### src/rtl/timer_irq_pkg.sv
// timer_irq_pkg: shared state encoding and defaults for the overflow-driven interrupt controller.
package timer_irq_pkg;
    localparam int EVT_W_DEFAULT = 8;
    typedef enum logic [1:0] {
        IDLE    = 2'd0,
        ARMED   = 2'd1,
        PENDING = 2'd2
    } state_e;
endpackage

### src/rtl/timer_irq_ctrl.sv
// timer_irq_ctrl: counts counter overflows against a threshold and raises an acked level interrupt.
module timer_irq_ctrl
    import timer_irq_pkg::*;
#(
    parameter int EVT_W = EVT_W_DEFAULT
) (
    input  logic             clk_i,
    input  logic             rst_i,
    input  logic             arm_i,
    input  logic             disarm_i,
    input  logic             oneshot_i,
    input  logic [EVT_W-1:0] threshold_i,
    input  logic             overflow_i,
    input  logic             irq_ack_i,
    input  logic             missed_clr_i,
    output logic             irq_o,
    output logic [EVT_W-1:0] evt_count_o,
    output logic             missed_o,
    output logic             counter_clear_o,
    output logic [1:0]       state_o
);
    state_e           state, state_n;
    logic [EVT_W-1:0] thr_q, thr_n, cnt_n, cnt_inc;
    logic             mode_q, mode_n, missed_n, clr_n, hit;
    assign cnt_inc = evt_count_o + 1'b1;
    assign hit     = overflow_i && (cnt_inc == thr_q);
    assign state_o = state;
    always_comb begin
        state_n  = state;
        cnt_n    = evt_count_o;
        thr_n    = thr_q;
        mode_n   = mode_q;
        missed_n = missed_o & ~missed_clr_i;
        clr_n    = 1'b0;
        if (disarm_i) begin
            state_n = IDLE;
            cnt_n   = '0;
        end else begin
            case (state)
                IDLE: begin
                    cnt_n = '0;
                    if (arm_i) begin
                        thr_n   = (threshold_i == '0) ? EVT_W'(1) : threshold_i;
                        mode_n  = oneshot_i;
                        state_n = ARMED;
                        clr_n   = 1'b1;
                    end
                end
                ARMED: begin
                    cnt_n   = overflow_i ? (hit ? '0 : cnt_inc) : evt_count_o;
                    state_n = hit ? PENDING : ARMED;
                end
                PENDING: begin
                    if (mode_q) begin
                        state_n = irq_ack_i ? IDLE : PENDING;
                        cnt_n   = irq_ack_i ? '0 : evt_count_o;
                    end else begin
                        // an ack coinciding with a hit is consumed by the fresh interrupt
                        cnt_n    = overflow_i ? (hit ? '0 : cnt_inc) : evt_count_o;
                        state_n  = (irq_ack_i && !hit) ? ARMED : PENDING;
                        missed_n = (hit && !irq_ack_i) | missed_n;
                    end
                end
                default: begin
                    state_n = IDLE;
                    cnt_n   = '0;
                end
            endcase
        end
    end
    always_ff @(posedge clk_i or posedge rst_i) begin
        if (rst_i) begin
            state           <= IDLE;
            evt_count_o     <= '0;
            thr_q           <= EVT_W'(1);
            mode_q          <= 1'b1;
            missed_o        <= 1'b0;
            counter_clear_o <= 1'b0;
            irq_o           <= 1'b0;
        end else begin
            state           <= state_n;
            evt_count_o     <= cnt_n;
            thr_q           <= thr_n;
            mode_q          <= mode_n;
            missed_o        <= missed_n;
            counter_clear_o <= clr_n;
            irq_o           <= (state_n == PENDING);
        end
    end
endmodule

### config.mk
export PLATFORM = sky130hd
export DESIGN_NAME = timer_irq_ctrl
export DESIGN_NICKNAME = d
export VERILOG_FILES = /design/src/rtl/timer_irq_pkg.sv /design/src/rtl/timer_irq_ctrl.sv
export SDC_FILE = /design/constraint.sdc
export NUM_CORES = 1
export LEC_CHECK = 0
export BUFFER_PORTS_ARGS = -buffer_cell sky130_fd_sc_hd__buf_2
export CORE_MARGIN = 2
export CORE_UTILIZATION = 50
export CTS_CLUSTER_DIAMETER = 60
export DETAILED_ROUTE_END_ITERATION = 10
export PLACE_DENSITY = 0.85
export SLEW_MARGIN = 20
export SYNTH_ARGS = -nofsm -noshare
export SYNTH_HDL_FRONTEND = slang
export SYNTH_SLANG_ARGS = --single-unit
### constraint.sdc
create_clock -name clk_i -period 4.2 [get_ports clk_i]
set_input_delay 0.42 -clock clk_i [delete_from_list [all_inputs] [get_ports clk_i]]
set_output_delay 0.42 -clock clk_i [all_outputs]
set_load 0.01 [all_outputs]
; Word-level counts from Yosys, hierarchy flattened
; Index checks and enable logic that the tools add are counted.
[totals]
register_bits = 22
out_inout_bits = 13
[classes]
reduce_logical = 8
eq_ne = 5
n_addsub = 1
bitwise_logic = 4
n_mux = 20
[ops]
columns = operator, n
row1 = 8-bit 2-to-1 mux, 6
row2 = 8-bit one-hot mux with 2 select lines, 1
row3 = 2-bit 2-to-1 mux, 6
row4 = 8-bit by 1-bit adder with 8-bit output (second input constant), 1
row5 = 8-bit == test, 1
row6 = 8-bit zero test, 1
row7 = 1-bit 2-to-1 mux, 6
row8 = 2-bit one-hot mux with 3 select lines, 1
row9 = 2-bit == test (second input constant), 2
row10 = 4-bit != test (second input constant), 1
row11 = 1-bit logical AND, 3
row12 = 3-bit AND reduction, 1
row13 = 2-bit by 1-bit == test with 1-bit output (second input constant), 1
row14 = 1-bit zero test, 2
row15 = 2-bit zero test, 1
row16 = 1-bit inverter, 2
row17 = 1-bit AND, 1
row18 = 1-bit bitwise OR, 1

; Longest topological paths before layout
[depth]
depth_word = 10
depth_mapped = 8

; Worst setup path after synthesis
; Ideal clock, no wire load.
[synth_path]
path_kind = flip-flop to flip-flop
startpoint = register evt_count_o[0]
endpoint = register evt_count_o[1]
path_stages_with_launch = 8
arrival_ps = 2253
path_slack_ps = 1825
period_less_slack_ps = 2375
path_buffers = 1
setup_ps = 122
path_cell_list = dfrtp_1 > ha_1 > buf_2 > o21ba_1 > a221oi_2 > o221ai_2 > or4b_4 > a32o_1
[synth_between]
elab_chain_len = 8
[synth_lines]
columns = item, line_no
row1 = "start, declared", timer_irq_ctrl.sv:17  ; output logic [EVT_W-1:0] evt_count_o,
row2 = "start signal, assigned", timer_irq_ctrl.sv:82  ; evt_count_o <= cnt_n;
row3 = 8-bit by 1-bit adder with 8-bit output (*), timer_irq_ctrl.sv:25  ; assign cnt_inc = evt_count_o + 1'b1;
row4 = 8-bit == test, timer_irq_ctrl.sv:26  ; assign hit = overflow_i && (cnt_inc == thr_q);
row5 = 1-bit logical AND, timer_irq_ctrl.sv:26
row6 = 8-bit 2-to-1 mux (*) (2 in a row), "timer_irq_ctrl.sv:50, timer_irq_ctrl.sv:59"
row7 = 8-bit 2-to-1 mux, timer_irq_ctrl.sv:54  ; if (mode_q) begin
row8 = 8-bit one-hot mux with 2 select lines (*), timer_irq_ctrl.sv:39  ; case (state)
row9 = 8-bit 2-to-1 mux (*), timer_irq_ctrl.sv:35  ; if (disarm_i) begin
; Mark *: on every way between the ends. The rest lies on a longest branch, timed or not.
; A chain may end at the register's enable or synchronous reset.

; Final worst setup path
; Ends and elaborated chain as after synthesis.

==> results.ini <==
[grt]
grt_pass1_vias=1235
grt_antenna_before_repair=0
grtUsageTotal_pct=20.8
grt-ovfl-total=0
grt_first_pass_wirelength_um=5340
grt_start_max_net_pins=23

[synthesis]
synthTopCellsByCount=nand2_1 (40), dfrtp_1 (20), o21ai_0 (9)
netlist_area_mm2=0.00140
ys_types=48
synth_top_area_cell=dfrtp_1
ys_seq_area_share_pct=39.5
ys.warnings.count=0
ys.flop_type=dfrtp_1
async_flop_share_pct=100
synth_most_common_cell=nand2_1
synth_edf_count=0
synth_seq_cells=22
synthesis.instances=161
synth.area.top_cells=dfrtp_1 (36%), nand2_1 (11%), ha_1 (4.5%)
synth_nets=182
avgSynthCellArea_um2=8.70
synth_top_area_share_pct=35.7

[sta]
layout_setup_ws_ns=1.74
skew_ns=0.00837
final_hold_viol_count=0
finalSetupTns_ns=0
max_freq_ghz=0.406
min_period_over_period_pct=58.6
setup_violations=0
rsz0062_at_grt=false
tightestPinTransition_ns=0.818
slew_viol_final=0
slew-limit-headroom_pct=45.4
fin_crit_ns=2.46

[critical_path]
crit_fanout=9
arrival_ns=2.67
end_kind=flop
crit_required_ns=4.41
cp_slowest_cell=or4b_4
cp_slowest_stage_delay_ns=0.58
cp-start-kind=flop
crit_chain=ha_1, o21ba_1, a221oi_2, o221ai_2, or4b_4, a32o_1
reg2regPathDepth=6
critPathKind=flop to flop

[clock_tree]
postCtsHoldBufs=0
clkTransAtPathRegs_ns=0.12
htree_levels=1
insertion_delay_ns=0.30
clockBufferDepth=2
cts_buffers=3
cts-resized-gates=0
cts-root-buf=clkbuf_4
post_cts_buffers=0
clock_sinks=22
cts_tree=yes

[die]
initial_utilization_pct=51.7
core_mm2=0.00271
die_w_um=56.9
io_pins=29
dieArea_mm2=0.00324
die_y_um=56.9
core.rowCount=19

[drt]
firstDrtPassIters=4
vias=1272
ant_nets=0
finalWirelength_um=3090
avgRoutedWirePerCell_um=14.2
dr.first_iter.drc_count=52
via_per_inst=5.86
drc_errors=0

[flow_run]
drv_cap=0

[placement]
placed_cells=214
place_ws_ns=1.76
place.detailed.hpwl_um=2400
portBuffers=28
place.gp.congestion=0.883

[cells_and_area]
area_delta_synth_final_pct=11.7
instances_no_fill=217
fin_util_pct=57.8
antennaDiodeCount=0
layout-drive-gt1-share_pct=21.5
layout.nets=209

[run_status]
status=completed

[power]
peakVddDrop_v=0.000242
p_per_area_mw_per_mm2=282
total_power_w=0.000441
power.leakage_nw=0.771

[min_path]
hold_class=primary input to asynchronous set/reset pin

## power breakdown
group          leakage (nW)  switching [W]  internal [W]  total [W]
sequential            0.287      0.0000207      0.000235   0.000255
clock                0.0138      0.0000606     0.0000334  0.0000940
combinational         0.470      0.0000494     0.0000419  0.0000913
## critical path, delay by kind of cell (launching register included)
family,cells,cell delay (ns)
adders and majority gates,1,0.35
and+or+nand+nor,1,0.58
DFF,1,0.49
AOI/OAI and AO/OA,4,0.95
## cell type report
cell class                 instances  area [um2]
clock buffer                       3        22.5
tap                               31        38.8
fill                             255        1140
timing repair buffer              28         140
inverter                           7        26.3
sequential                        22         553
multi-input combinational        126         785
## sequential cells by signal, summed over array words and instances, names as in the netlist
signal,cells
counter_clear_o,1
mode_q,1
state_o,2
thr_q,8
evt_count_o,8
missed_o,1
irq_o,1
## per-stage QoR
step	cell area, um2	hold WS [ns]
finish	1570	0.255
floorplan	1400	0.408
CTS	1570	0.284
global placement	1540	0.460
global route	1570	0.284
detailed placement	1540	0.471
## final timing paths
check | start | to | slack (ns)
max in group asynchronous | rst_i | evt_count_o[4] | 3.44
min reg2reg | mode_q | mode_q | 0.49
min | rst_i | evt_count_o[2] | 0.26
max reg2reg | evt_count_o[0] | evt_count_o[1] | 1.74
min in group clk_i | missed_clr_i | missed_o | 0.29
max | evt_count_o[0] | evt_count_o[1] | 1.74
## routing by layer
layer | vias up | wire length [um] | track usage, % | part of all wire (%)
li1 | 616 | - | - | -
met3 | 6 | 128 | 2.72 | 4.1
met4 | 0 | 48 | 5.65 | 1.6
met5 | - | 0 | 0 | 0
met2 | 38 | 1550 | 37.1 | 50
met1 | 612 | 1360 | 26.6 | 44
## placed cells by master, fill, tap and decap left out, types with 4 or more instances in the layout
cell type | Yosys | final
dfrtp_1 | 20 | 20
a21oi_1 | 4 | 4
ha_1 | 5 | 5
inv_1 | 6 | 6
nor3_1 | 6 | 6
o21ai_0 | 9 | 9
nor2_1 | 7 | 7
buf_2 | 3 | 28
xnor2_1 | 5 | 5
nand2_1 | 40 | 40
## logic make-up (layout without fill, tap and decap cells)
| group | count (synthesis) | in the layout | synth area share, % |
|---|---|---|---|
| xor+xnor | 9 | 9 | 6.61 |
| fa+ha+maj | 5 | 5 | 4.46 |
| buf+inv | 13 | 38 | 4.55 |
| flops | 22 | 22 | 39.5 |
| simple gates | 78 | 78 | 27.1 |
| compound gates | 34 | 34 | 17.9 |
Note: power is estimated with default switching activity, not from simulation.
